`src/rtl/calc_pkg.sv`:
```
// Shared key-code constants, FSM state encoding and key map
// for the keypad scanner.
package calc_pkg;

  typedef enum logic [1:0] {
    ST_SCAN     = 2'd0,
    ST_DEBOUNCE = 2'd1,
    ST_PRESSED  = 2'd2,
    ST_RELEASE  = 2'd3
  } state_e;

  localparam logic [3:0] KEY_0    = 4'h0;
  localparam logic [3:0] KEY_1    = 4'h1;
  localparam logic [3:0] KEY_2    = 4'h2;
  localparam logic [3:0] KEY_3    = 4'h3;
  localparam logic [3:0] KEY_4    = 4'h4;
  localparam logic [3:0] KEY_5    = 4'h5;
  localparam logic [3:0] KEY_6    = 4'h6;
  localparam logic [3:0] KEY_7    = 4'h7;
  localparam logic [3:0] KEY_8    = 4'h8;
  localparam logic [3:0] KEY_9    = 4'h9;
  localparam logic [3:0] KEY_A    = 4'hA;
  localparam logic [3:0] KEY_B    = 4'hB;
  localparam logic [3:0] KEY_C    = 4'hC;
  localparam logic [3:0] KEY_D    = 4'hD;
  localparam logic [3:0] KEY_STAR = 4'hE;
  localparam logic [3:0] KEY_HASH = 4'hF;

  localparam int NUM_DIGITS = 8;

  function automatic logic [3:0] key_map(
    input logic [1:0] row,
    input logic [1:0] col
  );
    logic [3:0] k;
    k = KEY_0;
    unique case ({row, col})
      4'h0: k = KEY_1;
      4'h1: k = KEY_2;
      4'h2: k = KEY_3;
      4'h3: k = KEY_A;
      4'h4: k = KEY_4;
      4'h5: k = KEY_5;
      4'h6: k = KEY_6;
      4'h7: k = KEY_B;
      4'h8: k = KEY_7;
      4'h9: k = KEY_8;
      4'hA: k = KEY_9;
      4'hB: k = KEY_C;
      4'hC: k = KEY_STAR;
      4'hD: k = KEY_0;
      4'hE: k = KEY_HASH;
      4'hF: k = KEY_D;
    endcase
    return k;
  endfunction

  function automatic logic is_digit(input logic [3:0] k);
    return k <= KEY_9;
  endfunction

endpackage

```
`src/rtl/sync_2ff.sv`:
```
// Two-flop synchronizer for asynchronous inputs.
// Ports: clk, rst (sync, active-high), d_i (async in), q_o (synced out).
module sync_2ff #(
  parameter int          W       = 1,
  parameter logic [W-1:0] RST_VAL = '1
) (
  input  logic         clk,
  input  logic         rst,
  input  logic [W-1:0] d_i,
  output logic [W-1:0] q_o
);

  logic [W-1:0] s1_q;
  logic [W-1:0] s2_q;

  always_ff @(posedge clk) begin
    if (rst) begin
      s1_q <= RST_VAL;
      s2_q <= RST_VAL;
    end else begin
      s1_q <= d_i;
      s2_q <= s1_q;
    end
  end

  assign q_o = s2_q;

endmodule

```
`src/rtl/keypad_scan.sv`:
```
// 4x4 keypad scanner with debounce and optional BCD entry
// accumulator (built when KEYPAD_ACCUM_EN is defined).
// Ports: clk, rst (sync, active-high), rows (active-low, async),
//   cols (active-low one-hot drive), key_code, key_valid (pulse),
//   num (8-digit BCD entry), num_ovf (sticky digit overflow).
module keypad_scan
  import calc_pkg::*;
#(
  parameter int SCAN_DIV     = 1000,
  parameter int DEBOUNCE_CNT = 8
) (
  input  logic        clk,
  input  logic        rst,
  input  logic [3:0]  rows,
  output logic [3:0]  cols,
  output logic [3:0]  key_code,
  output logic        key_valid,
  output logic [31:0] num,
  output logic        num_ovf
);

  localparam int DIV_W = $clog2(SCAN_DIV);
  localparam int DB_W  = $clog2(DEBOUNCE_CNT) + 1;

  localparam logic [DIV_W-1:0] DIV_LAST =
    DIV_W'(SCAN_DIV - 1);
  localparam logic [DB_W-1:0] DB_LAST =
    DB_W'(DEBOUNCE_CNT - 1);

  logic [3:0] rows_s;

  sync_2ff #(
    .W       (4),
    .RST_VAL (4'b1111)
  ) u_sync (
    .clk (clk),
    .rst (rst),
    .d_i (rows),
    .q_o (rows_s)
  );

  state_e            state_q, state_d;
  logic [DIV_W-1:0]  div_q, div_d;
  logic [1:0]        col_q, col_d;
  logic [1:0]        row_q, row_d;
  logic [DB_W-1:0]   cnt_q, cnt_d;
  logic [3:0]        code_q, code_d;
  logic              kv_q, kv_d;

  logic              sample;
  logic [3:0]        row_low;
  logic              one_low;
  logic [1:0]        low_idx;
  logic [3:0]        row_pat;
  logic              all_high;

  // Rows settle for SCAN_DIV-1 cycles after a column change;
  // only the last cycle of the slot is used as a sample.
  assign sample = (div_q == DIV_LAST);
  assign div_d  = sample ? '0 : div_q + 1'b1;

  assign row_low  = ~rows_s;
  assign one_low  = $onehot(row_low);
  assign all_high = (rows_s == 4'b1111);
  assign row_pat  = ~(4'b0001 << row_q);

  always_comb begin
    low_idx = 2'd0;
    for (int i = 0; i < 4; i++) begin
      if (row_low[i]) low_idx = 2'(i);
    end
  end

  always_comb begin
    state_d = state_q;
    col_d   = col_q;
    row_d   = row_q;
    cnt_d   = cnt_q;
    code_d  = code_q;
    kv_d    = 1'b0;
    if (sample) begin
      unique case (state_q)
        ST_SCAN: begin
          if (one_low) begin
            row_d   = low_idx;
            cnt_d   = DB_W'(1);
            state_d = ST_DEBOUNCE;
          end else begin
            col_d = col_q + 2'd1;
          end
        end
        ST_DEBOUNCE: begin
          if (rows_s == row_pat) begin
            if (cnt_q == DB_LAST) begin
              kv_d    = 1'b1;
              code_d  = key_map(row_q, col_q);
              cnt_d   = '0;
              state_d = ST_PRESSED;
            end else begin
              cnt_d = cnt_q + 1'b1;
            end
          end else begin
            cnt_d   = '0;
            col_d   = col_q + 2'd1;
            state_d = ST_SCAN;
          end
        end
        ST_PRESSED: begin
          if (all_high) begin
            cnt_d   = DB_W'(1);
            state_d = ST_RELEASE;
          end
        end
        ST_RELEASE: begin
          if (all_high) begin
            if (cnt_q == DB_LAST) begin
              cnt_d   = '0;
              col_d   = col_q + 2'd1;
              state_d = ST_SCAN;
            end else begin
              cnt_d = cnt_q + 1'b1;
            end
          end else begin
            cnt_d   = '0;
            state_d = ST_PRESSED;
          end
        end
      endcase
    end
  end

  always_ff @(posedge clk) begin
    if (rst) begin
      state_q <= ST_SCAN;
      div_q   <= '0;
      col_q   <= 2'd0;
      row_q   <= 2'd0;
      cnt_q   <= '0;
      code_q  <= 4'h0;
      kv_q    <= 1'b0;
    end else begin
      state_q <= state_d;
      div_q   <= div_d;
      col_q   <= col_d;
      row_q   <= row_d;
      cnt_q   <= cnt_d;
      code_q  <= code_d;
      kv_q    <= kv_d;
    end
  end

  assign cols      = ~(4'b0001 << col_q);
  assign key_code  = code_q;
  assign key_valid = kv_q;

`ifdef KEYPAD_ACCUM_EN
  logic [31:0] num_q, num_d;
  logic [3:0]  dig_q, dig_d;
  logic        ovf_q, ovf_d;

  // Updates on the same edge that raises key_valid.
  always_comb begin
    num_d = num_q;
    dig_d = dig_q;
    ovf_d = ovf_q;
    if (kv_d) begin
      if (code_d == KEY_STAR) begin
        num_d = '0;
        dig_d = '0;
        ovf_d = 1'b0;
      end else if (is_digit(code_d)) begin
        if (dig_q < 4'(NUM_DIGITS)) begin
          num_d = {num_q[27:0], code_d};
          dig_d = dig_q + 4'd1;
        end else begin
          ovf_d = 1'b1;
        end
      end
    end
  end

  always_ff @(posedge clk) begin
    if (rst) begin
      num_q <= '0;
      dig_q <= '0;
      ovf_q <= 1'b0;
    end else begin
      num_q <= num_d;
      dig_q <= dig_d;
      ovf_q <= ovf_d;
    end
  end

  assign num     = num_q;
  assign num_ovf = ovf_q;
`else
  assign num     = '0;
  assign num_ovf = 1'b0;
`endif

endmodule
```
`config.mk`:
```
export PLATFORM = sky130hd
export DESIGN_NAME = keypad_scan
export DESIGN_NICKNAME = d
export VERILOG_FILES = /design/src/rtl/calc_pkg.sv /design/src/rtl/sync_2ff.sv /design/src/rtl/keypad_scan.sv
export SDC_FILE = /design/constraint.sdc
export NUM_CORES = 1
export LEC_CHECK = 0
export CORE_ASPECT_RATIO = 0.9
export CORE_MARGIN = 2
export CORE_UTILIZATION = 50
export CTS_CLUSTER_SIZE = 24
export DETAILED_ROUTE_END_ITERATION = 10
export PLACE_DENSITY_LB_ADDON = 0.25
export SKIP_CTS_REPAIR_TIMING = 1
export SYNTH_ARGS = -nofsm -noshare
export SYNTH_HDL_FRONTEND = slang
export SYNTH_SLANG_ARGS = --single-unit
```
`constraint.sdc`:
```
create_clock -name clk -period 3.47 [get_ports clk]
set_input_delay 0.5205 -clock clk [delete_from_list [all_inputs] [get_ports clk]]
set_output_delay 0.5205 -clock clk [all_outputs]
set_load 0.02 [all_outputs]
```
After elaboration in Yosys (flattened, before gate mapping)
Memory sizes are Yosys's and may differ from the RTL's. A register that Yosys moved wholly into a read port is not among the register bits.
Cells that the tools add are included.
{"block": "totals", "wordCells": 70, "input_bits": 6, "regBits": 29, "n_memories": 1, "mem_bits_ro": 64}
{"block": "op_classes", "shift": 2, "mux": 22, "bitwise_logic": 6, "eq_ne": 16, "n_reduce_logical": 9, "addsub": 6}
{"memory": "(no name shown)", "words": 16, "width": 4, "read_ports": 1, "rd_clocked_by_memory_dff": 1, "wr": 0, "line_no": "calc_pkg.sv:37", "rtl": "unique case ({row, col})"}
{"op": "2-to-1 mux 2 bit", "count": 12}
{"op": "2-to-1 mux 4 bit", "count": 5}
{"op": "one-hot mux 4 bit (4 select lines)", "count": 1}
{"op": "inequality test 2 bit, second input constant", "count": 6}
{"op": "inverter 4 bit", "count": 3}
{"op": "adder 10 x 1 -> 10 bit, second input constant", "count": 1}
{"op": "equality test 10 bit, second input constant", "count": 1}
{"op": "one-hot mux 2 bit (4 select lines)", "count": 1}
{"op": "<< shifter 1 x 2 -> 4 bit, first input constant", "count": 2}
{"op": "inequality test 3 bit, second input constant", "count": 2}
{"op": "one-hot mux 2 bit (3 select lines)", "count": 1}
{"op": "AND reduction 3 bit", "count": 2}
{"op": "AND reduction 6 bit", "count": 1}
{"op": "AND reduction 5 bit", "count": 1}
{"op": "adder 1 x 1 -> 2 bit", "count": 2}
{"op": "adder 4 x 1 -> 4 bit, second input constant", "count": 1}
{"op": "equality test 2 bit, second input constant", "count": 2}
{"op": "equality test 4 x 3 -> 1 bit, second input constant", "count": 1}
{"op": "equality test 4 bit", "count": 1}
{"op": "equality test 4 bit, second input constant", "count": 1}
{"op": "AND reduction 4 bit", "count": 1}
{"op": "OR reduction 4 bit", "count": 1}
{"op": "adder 2 x 2 -> 3 bit", "count": 1}
{"op": "equality test 3 x 1 -> 1 bit, second input constant", "count": 1}
{"op": "7 further kinds", "count": 10}

Depth between registers and ports, before layout
Gate-level depths: netlist (run 1).
{"block": "depth", "ltp_word": 6, "ltp_mapped": 10, "depth_no_buf": 9}

Cells and area by module
Synthesis (run 1) repeated with hierarchy kept, for this count alone.
{"block": "unflattened", "hier_cells": 221, "area_unflattened_um2": 2060.7}
{"mod": "keypad_scan", "cells_per_inst": 205, "area_each_um2": 1850.5, "n_inst": 1}
{"mod": "sync_2ff", "cells_per_inst": 16, "area_each_um2": 210.2, "n_inst": 1}

Worst setup path after synthesis (run 1)
OpenSTA, ideal clock, no wires.
{"block": "synth_path", "path_kind": "flip-flop to flip-flop", "startpoint": "register u_sync.s2_q[3] (netlist: u_sync.q_o[3])", "endpoint": "register state_q[1]", "n_path_buf": 1, "stages_incl_launch_ff": 11, "synth_period_minus_slack_ns": 2.767, "arrival_ns": 2.676, "setup_slack_ns": 0.703, "setup_ns": 0.091, "path_cell_list": "dfxtp_1 -> clkbuf_1 -> inv_1 -> fa_1 -> ha_1 -> ha_1 -> or4b_1 -> nand3b_1 -> nor3b_2 -> a21oi_1 -> a311oi_1"}
{"block": "synth_via", "elab_chain_len": 6, "elab_cells_between_ends": 14, "cone_classes": "add/sub: 2; eq/ne: 7; mux: 3; bitwise: 1; reduce/logical: 1"}
{"element": "start, declared", "line_no": "sync_2ff.sv:14", "rtl": "logic [W-1:0] s2_q;"}
{"element": "start signal, assigned", "line_no": "sync_2ff.sv:22", "rtl": "s2_q <= s1_q;"}
{"element": "inverter 4 bit", "line_no": "keypad_scan.sv:62", "rtl": "assign row_low = ~rows_s;"}
{"element": "adder 1 x 1 -> 2 bit (not written as such)", "line_no": "keypad_scan.sv:63", "rtl": "assign one_low = $onehot(row_low);"}
{"element": "adder 2 x 2 -> 3 bit (not written as such)", "line_no": "keypad_scan.sv:63"}
{"element": "equality test 3 x 1 -> 1 bit", "line_no": "keypad_scan.sv:63"}
{"element": "inequality test 2 bit (no line)"}
{"element": "AND reduction 5 bit (no line)"}
{"element": "end signal, assigned", "line_no": "keypad_scan.sv:142", "rtl": "state_q <= state_d;"}
{"element": "end, declared", "line_no": "keypad_scan.sv:42", "rtl": "state_e state_q, state_d;"}
Several ways; a longest one is shown, not always the timed one.
A chain may end at the register's enable or synchronous reset.

Worst setup path in the final report (run 1)
Ends and elaborated chain as after synthesis.

==> impl_metrics.json, run 1 <==
{
  "status": "finished clean",
  "cts-root-buf": "clkbuf_8",
  "p_int_w": 0.000584,
  "area_delta_synth_final_pct": 7.25,
  "power_density_nw_per_um2": 361,
  "clock.fmax_mhz": 348,
  "ys_seq_elements": 33,
  "dpl.hpwl_um": 2310,
  "avgSynthCellArea_um2": 8.70,
  "avgViaCountPerCell": 4.96,
  "firstDrtPassIters": 6,
  "hold_violations": 0,
  "drc_errors": 0,
  "cp.required_ps": 3670,
  "cts_made_buffers": 5,
  "synthMuxAreaShare_pct": 4.69,
  "cts_sinks": 33,
  "ys_types": 52,
  "grt_first_pass_wirelength_um": 5380,
  "fin_util_pct": 56.7,
  "core_region_area_um2": 3780,
  "synth_area_leaders": "dfxtp_1, buf_4, ha_1",
  "place_ws_ps": 627,
  "ys_warn_count": 0,
  "totalPowerFinal_w": 0.000774,
  "min_period_ps": 2880,
  "synth_top_family_by_area": "simple AND/OR/NAND/NOR gates",
  "p_clk_share_pct": 40.2,
  "synth_top_area_share_pct": 33.0,
  "synth_compound_area_share_pct": 10.8,
  "fp.dieH_um": 64.0,
  "gp_congestion": 0.804,
  "fin_crit_sh_pct": 82.9,
  "crit_fanout": 9,
  "n_fill_cell": 356,
  "syn_area_um2": 2000,
  "p_sw_w": 0.000190,
  "drtIter0Drc": 51,
  "synthArstFlopShare_pct": 0,
  "initial_core_util_pct": 52.9,
  "die_w_um": 70.7,
  "syn_inst": 230,
  "ios": 48,
  "seq_area_um2": 661,
  "p_seq_share_pct": 50.7,
  "timing.max_cap.violations": 0,
  "ys.flop_type": "dfxtp_1",
  "rsz0062_at_grt": "false",
  "crit_type": "flop to flop",
  "die_area_um2": 4520,
  "finClkSkew_ps": 8.10,
  "grt_max_degree": 29,
  "drt-total-wl_um": 3200,
  "relSlewSlack_pct": 63.8,
  "cts_tree": "built",
  "rows": 21,
  "drive_above_1_share_pct": 11.5,
  "min_path_type": "flop to flop",
  "grt_antenna_before_repair": 0,
  "cts_htree_levels": 2,
  "multi_input_area_um2": 1130,
  "wire_per_inst_um": 11.1,
  "yosys-top-cells-count": "buf_4, dfxtp_1, nor2_1",
  "worst_slack_ps": 594,
  "yosys.area_share.adder_pct": 7.88,
  "crit_arrival_ps": 3080,
  "grt_usage_pct": 15.1,
  "synth.largest_area_cell": "dfxtp_1",
  "worstSkewPairLatency_ps": 280,
  "synth-xor-area-share_pct": 3.06,
  "yosys.area_share.simple_pct": 23.7,
  "antennaDiodeCount": 0,
  "worst_pin_slew_ps": 538,
  "clkSlewWorstSetupHoldPaths_ps": 70,
  "worstSetupEndpointType": "flop",
  "cts_buffer_depth": 2,
  "peakVddDrop_mv": 0.237,
  "setup_tns_ps": 0,
  "postRouteAntennaNets": 0,
  "fin_nets": 260,
  "grt_remaining_overflow": 0,
  "setup_viol": 0,
  "synth-seq-area-share_pct": 33.0,
  "grt_pass1_vias": 1189,
  "leakage_nw": 0.910,
  "vias": 1434,
  "synth-edff-count": 0,
  "switching_share_pct": 24.6,
  "place.port_buffers": 14,
  "pwr-share-comb_pct": 9.0,
  "cp-start-kind": "flop",
  "final_max_slew_viol_count": 0,
  "whs_ps": 402
}
==> sequential cells by signal, summed over array words and instances (netlist names) <==
| register | flops |
|---|---|
| u_sync.s1_q | 4 |
| col_q | 2 |
| state_q | 2 |
| key_valid | 1 |
| key_code | 4 |
| cnt_q | 4 |
| row_q | 2 |
| u_sync.q_o | 4 |
| div_q | 10 |
==> worst paths after layout <==
check	start	end	slack [ps]	depth (start not counted)
setup / recovery	u_sync.q_o[3]	state_q[1]	590	9
hold / removal	u_sync.s1_q[1]	u_sync.q_o[1]	400	1
setup reg to reg	u_sync.q_o[3]	state_q[1]	590	9
hold reg to reg	u_sync.s1_q[1]	u_sync.q_o[1]	400	1
==> per-stage QoR <==
step,instances,instance area [um2]
final,289,2150
after global routing,289,2150
after CTS,289,2150
after detailed placement,281,2040
after global placement,281,2040
after floorplan,262,2120
==> cells in the final DEF, fill, tap and decap left out, types with 2 or more instances in the layout <==
cell	instances
nor3_1	4
clkbuf_8	7
nand2b_1	3
inv_1	14
nand4_1	3
conb_1	33
or2_2	8
o211ai_1	3
a31oi_1	2
a21oi_1	8
o21ai_0	7
a21o_1	4
and3_1	3
clkdlybuf4s50_1	14
dfxtp_1	33
nor2_1	17
ha_1	11
nand3_1	10
nand2_1	10
nand3b_1	5
mux2i_1	6
xor2_1	6
==> cell type report <==
| class | instances | area share [%] |
|---|---|---|
| flip-flops and latches | 33 | 30.8 |
| inverters | 14 | 2.45 |
| well taps | 46 | 2.68 |
| clock buffers | 7 | 4.49 |
| repair buffers | 15 | 6.88 |
| multi-input cells | 173 | 52.5 |
| clock inverters | 1 | 0.233 |
==> per-layer routing <==
metal	track usage [%]	share of wire [%]	up-vias
met2	21.6	42	46
met3	5.36	6.3	6
met4	6.37	1.5	0
met5	0	0	-
met1	20.5	50	637
li1	-	-	745
==> worst max-delay path: stages (launching register included) <==
cell	delay, ps
dfxtp_1	470
inv_1	90
fa_1	440
ha_1	200
ha_1	260
or4b_1	550
nand3b_1	180
nor3b_2	270
a21oi_1	100
a311oi_1	220
==> power by group through the flow <==
stage | Clock [W] | Sequential (W) | Combinational [W]
finish | 0.000311 | 0.000393 | 0.0000699
global route | 0.000345 | 0.000393 | 0.0000782
CTS | 0.000325 | 0.000392 | 0.0000694
detailed placement | 0 | 0.000401 | 0.0000691
global placement | 0 | 0.000400 | 0.0000687
floorplan | 0 | 0.000399 | 0.0000877
==> logic make-up after synthesis <==
group | count (synthesis)
other cells | 1
buf+inv | 56
xor+xnor | 7
mux | 8
fa+ha+maj | 12
compound gates | 33
simple gates | 80
flops | 33
Power figures use the tool's default switching activity.
==> inputs of run 2 (changes only) <==
clock period = 2.71 ns   (was 3.47 ns; I/O delays follow)
==> run 2 against run 1 <==
Against the previous run: design area rose by 2.5%; clock skew decreased by 1.1 ps; clock power increased by 41%; clock-buffer cell count is 2 lower; worst hold slack improved by 9.3 ps; sequential share of layout area shrank 0.70 points; non-clock buffer count increased by 5; register-to-register slack lost 500 ps; sequential cell count unchanged; final cell count rose by 1.4%; total power up 34%; critical endpoint is now cnt_q[0].
==> impl_metrics.json, run 2 (same netlist as run 1, synthesis figures left out) <==
{
  "status": "finished clean",
  "drc_errors": 0,
  "clock.fmax_mhz": 382,
  "crit_type": "flop to flop",
  "ff2ff_setup_slack_ps": 90,
  "die_area_um2": 4520,
  "worstSkewPairLatency_ps": 280,
  "hold_violations": 0,
  "grt_usage_pct": 15.4,
  "die_w_um": 70.7,
  "ios": 48,
  "drtIter0Drc": 60,
  "cp-start-kind": "flop",
  "postRouteAntennaNets": 0,
  "cts_made_buffers": 5,
  "cp.required_ps": 2930,
  "grt_max_degree": 16,
  "cts_buffer_depth": 2,
  "final_common_cell": "conb_1",
  "wire_per_inst_um": 11.5,
  "timing.max_cap.violations": 0,
  "power_density_nw_per_um2": 473,
  "final_max_slew_viol_count": 0,
  "leakage_nw": 0.935,
  "vias": 1480,
  "r2r_end": "cnt_q[0]",
  "cts-root-buf": "clkbuf_8",
  "cts_sinks": 33,
  "grt_antenna_before_repair": 0,
  "grt_pass1_vias": 1251,
  "setup_viol": 0,
  "firstDrtPassIters": 4,
  "n_fill_cell": 350,
  "core_region_area_um2": 3780,
  "max_flop_register": "div_q",
  "min_from": "u_sync.s1_q[0]",
  "setup_tns_ps": 0,
  "clkSlewWorstSetupHoldPaths_ps": 70,
  "place.port_buffers": 14,
  "peakVddDrop_mv": 0.335,
  "dpl.hpwl_um": 2460,
  "rr_worst_depth": 10,
  "drive_above_1_share_pct": 14.2,
  "crit_arrival_ps": 2830,
  "worstSetupEndpointType": "flop",
  "drt-total-wl_um": 3380,
  "worst_pin_slew_ps": 571,
  "hold_depth": 1,
  "fp.dieH_um": 64.0,
  "whs_ps": 411,
  "hold_path_end": "u_sync.q_o[0]",
  "area_delta_synth_final_pct": 9.94,
  "fin_crit_sh_pct": 96.6,
  "fin_nets": 265,
  "cts_htree_levels": 2,
  "antennaDiodeCount": 0,
  "rows": 21,
  "min_path_type": "flop to flop",
  "relSlewSlack_pct": 61.6,
  "grt_remaining_overflow": 0,
  "rr_startpoint": "u_sync.q_o[0]",
  "initial_core_util_pct": 52.9,
  "crit_fanout": 4,
  "largest_register_ffs": 10,
  "min_period_ps": 2620,
  "layout_common_cells": "conb_1, dfxtp_1, nor2_1",
  "grt_first_pass_wirelength_um": 5570,
  "cts_tree": "built",
  "worst_slack_ps": 91.5,
  "avgViaCountPerCell": 5.05,
  "gp_congestion": 0.860,
  "place_ws_ps": -33.3,
  "finClkSkew_ps": 7.05
}
==> run 2: cell types whose count changed in the layout (fill, tap and decap cells not counted), sizes merged <==
| cell | previous run | this run |
|---|---|---|
| bufinv | 0 | 1 |
| clkbuf | 7 | 5 |
| buf | 1 | 6 |
==> run 2: worst max path at each step <==
stage                   from         end  slack (ps)  depth (start not counted)
2_1_floorplan  u_sync.q_o[3]  state_q[1]          30                         10
3_3_place_gp   u_sync.q_o[0]  state_q[1]          60                          9
3_5_place_dp   u_sync.q_o[0]  state_q[1]         -30                          9
4_1_cts        u_sync.q_o[0]  state_q[1]         -40                          9
5_1_grt        u_sync.q_o[0]  state_q[0]         -30                         10
6_report       u_sync.q_o[0]    cnt_q[0]          90                         10
==> run 2: layout make-up <==
cell class | count | area (um2) | share of cell area (%)
Clock inverter | 2 | 35.0 | 1.59
Inverter | 14 | 52.6 | 2.39
Clock buffer | 5 | 68.8 | 3.13
Timing Repair Buffer | 20 | 185 | 8.42
Sequential cell | 33 | 662 | 30.1
Tap cell | 46 | 57.6 | 2.62
Multi-Input combinational cell | 173 | 1140 | 51.8
==> run 2: worst max-delay path, cell delays in order (launching register included) <==
cell and delay (ps):
dfxtp_2 330, inv_1 60, fa_1 470, ha_2 180, ha_1 270, or4b_4 530
nand3b_1 140, buf_4 130, nand2_1 100, a21o_1 220, a31oi_1 120
==> run 2: where the power goes <==
part,internal [W],switching (W)
Sequential,0.000494,0.00000615
Clock,0.000267,0.000172
Combinational,0.0000314,0.0000689
==> run 2: metrics by stage <==
| stage | instance area (um2) | cells | util (%) | power, W |
|---|---|---|---|---|
| 4_1_cts | 2170 | 291 | 57.4 | 0.00105 |
| 3_5_place_dp | 2070 | 284 | 54.6 | 0.000607 |
| 2_1_floorplan | 2120 | 262 | - | 0.000623 |
| 6_report | 2200 | 293 | 58.1 | 0.00104 |
| 3_3_place_gp | 2070 | 284 | 54.6 | 0.000606 |
| 5_1_grt | 2200 | 293 | 58.1 | 0.00108 |
==> run 2: layer usage <==
layer / part of all wire, % / up-vias / track usage (%)
li1: - / 751 / -
met4: 1.8 / 0 / 7.55
met3: 5.1 / 7 / 3.94
met5: 0 / - / 0
met1: 47 / 674 / 19.5
met2: 46 / 48 / 24.6
==> inputs of run 3 (changes only) <==
--- a/config.mk
+++ b/config.mk
@@ -6,7 +6,9 @@
 export NUM_CORES = 1
 export LEC_CHECK = 0
+export CELL_PAD_IN_SITES_DETAIL_PLACEMENT = 2
+export CELL_PAD_IN_SITES_GLOBAL_PLACEMENT = 2
 export CORE_ASPECT_RATIO = 0.9
 export CORE_MARGIN = 2
-export CORE_UTILIZATION = 50
+export CORE_UTILIZATION = 29
 export CTS_CLUSTER_SIZE = 24
 export DETAILED_ROUTE_END_ITERATION = 10
==> constraint.sdc (replaced) <==
create_clock -name clk -period 2.71 [get_ports clk]
set_input_delay 0.271 -clock clk [delete_from_list [all_inputs] [get_ports clk]]
set_output_delay 0.271 -clock clk [all_outputs]
set_load 0.02 [all_outputs]
==> run 3 against run 2 <==
Against the previous run: register-to-register slack about the same; utilization decreased by 24 points; maximum frequency increased by 0.42%; clock-buffer cell count increased by 2; design area increased by 2.8%; clock skew about the same; sequential share of layout area decreased by 0.72 points; critical path type unchanged; largest cell class unchanged; highest routed layer unchanged.
==> impl_metrics.json, run 3 (same netlist as run 1, synthesis figures left out) <==
{
  "status": "finished clean",
  "cts_sinks": 33,
  "dp_cells": 329,
  "wire_per_inst_um": 13.0,
  "worstSetupEndpointType": "flop",
  "antennaDiodeCount": 0,
  "avgViaCountPerCell": 4.48,
  "dpl.hpwl_um": 3290,
  "cp-start-kind": "flop",
  "grt_remaining_overflow": 0,
  "relSlewSlack_pct": 58.8,
  "firstDrtPassIters": 4,
  "cts-root-buf": "clkbuf_8",
  "fin_nets": 266,
  "totalPowerFinal_w": 0.000988,
  "setup_viol": 0,
  "fin_crit_sh_pct": 96.2,
  "hold_violations": 0,
  "timing.max_cap.violations": 0,
  "n_fill_cell": 778,
  "cp.required_ps": 2920,
  "finClkSkew_ps": 6.60,
  "min_path_type": "flop to flop",
  "vias": 1514,
  "ios": 48,
  "initial_core_util_pct": 30.2,
  "gp_congestion": 0.744,
  "power_density_nw_per_um2": 437,
  "crit_fanout": 3,
  "layout_common_cells": "conb_1, dfxtp_1, nor2_1",
  "drc_errors": 0,
  "drive_above_1_share_pct": 16.1,
  "stdcell_area_um2": 2260,
  "fp.dieH_um": 82.8,
  "grt_pass1_vias": 1479,
  "setup_tns_ps": 0,
  "rows": 28,
  "place.port_buffers": 14,
  "clkSlewWorstSetupHoldPaths_ps": 70,
  "crit_arrival_ps": 2820,
  "drt-total-wl_um": 4380,
  "die_w_um": 91.6,
  "layout.cells.non_filler": 338,
  "die_area_um2": 7580,
  "worst_pin_slew_ps": 616,
  "cts_made_buffers": 5,
  "grt_antenna_before_repair": 0,
  "core_region_area_um2": 6620,
  "grt_max_degree": 20,
  "min_period_ps": 2610,
  "cts_buffer_depth": 2,
  "cts_tree": "built",
  "final_common_cell": "conb_1",
  "clock.fmax_mhz": 384,
  "postRouteAntennaNets": 0,
  "largest_register_ffs": 10,
  "worstSkewPairLatency_ps": 290,
  "leakage_nw": 0.924,
  "max_flop_register": "div_q",
  "drtIter0Drc": 30,
  "final_max_slew_viol_count": 0,
  "crit_type": "flop to flop",
  "grt_first_pass_wirelength_um": 7110,
  "fin_util_pct": 34.2,
  "cts_htree_levels": 2,
  "area_delta_synth_final_pct": 13.1,
  "grt_usage_pct": 12.1,
  "peakVddDrop_mv": 0.222,
  "dpl_cell_area_um2": 2130
}
==> run 3: through the flow <==
| stage | hold slack [ps] | worst slack (ps) |
|---|---|---|
| 6_report | 412 | 103 |
| 3_3_place_gp | 391 | 52.7 |
| 3_5_place_dp | 401 | -159 |
| 5_1_grt | 432 | -65.6 |
| 2_1_floorplan | 375 | 27.3 |
| 4_1_cts | 417 | -174 |
==> run 3: layer usage <==
layer | vias to the layer above | wire (um) | track usage (%)
met5 | - | 0 | 0
li1 | 753 | - | -
met1 | 718 | 2120 | 14.6
met2 | 36 | 1990 | 20.7
met3 | 7 | 205 | 2.98
met4 | 0 | 62 | 5.00
==> run 3: final cells by class <==
type                       count  area, um2  share of cell area, %
tap                           90        113                   4.98
sequential                    33        664                   29.4
multi-input combinational    173       1150                   51.0
timing repair buffer          21        193                   8.52
inverter                      14       52.6                   2.32
clock buffer                   7       86.3                   3.82
==> run 3: worst paths after layout <==
check | cells after the start | from | end | slack, ps
hold / removal | 1 | u_sync.s1_q[3] | u_sync.q_o[3] | 410
setup reg to reg | 10 | u_sync.q_o[3] | state_q[0] | 100
setup / recovery | 10 | u_sync.q_o[3] | state_q[0] | 100
hold reg to reg | 1 | u_sync.s1_q[3] | u_sync.q_o[3] | 410
==> run 3: worst max-delay path, stage by stage (launching register included) <==
cell and delay (ps):
dfxtp_2 320, inv_1 50, fa_1 540, ha_2 190, ha_4 190, or4b_4 490, nand3b_1 150, nor3b_4 240
buf_4 160, nand3b_1 80, a21oi_1 120
==> run 3: report_power, final <==
part           switching [W]  total (W)  internal (W)
clock network       0.000180   0.000382      0.000202
registers         0.00000665   0.000501      0.000495
logic              0.0000719   0.000105     0.0000326
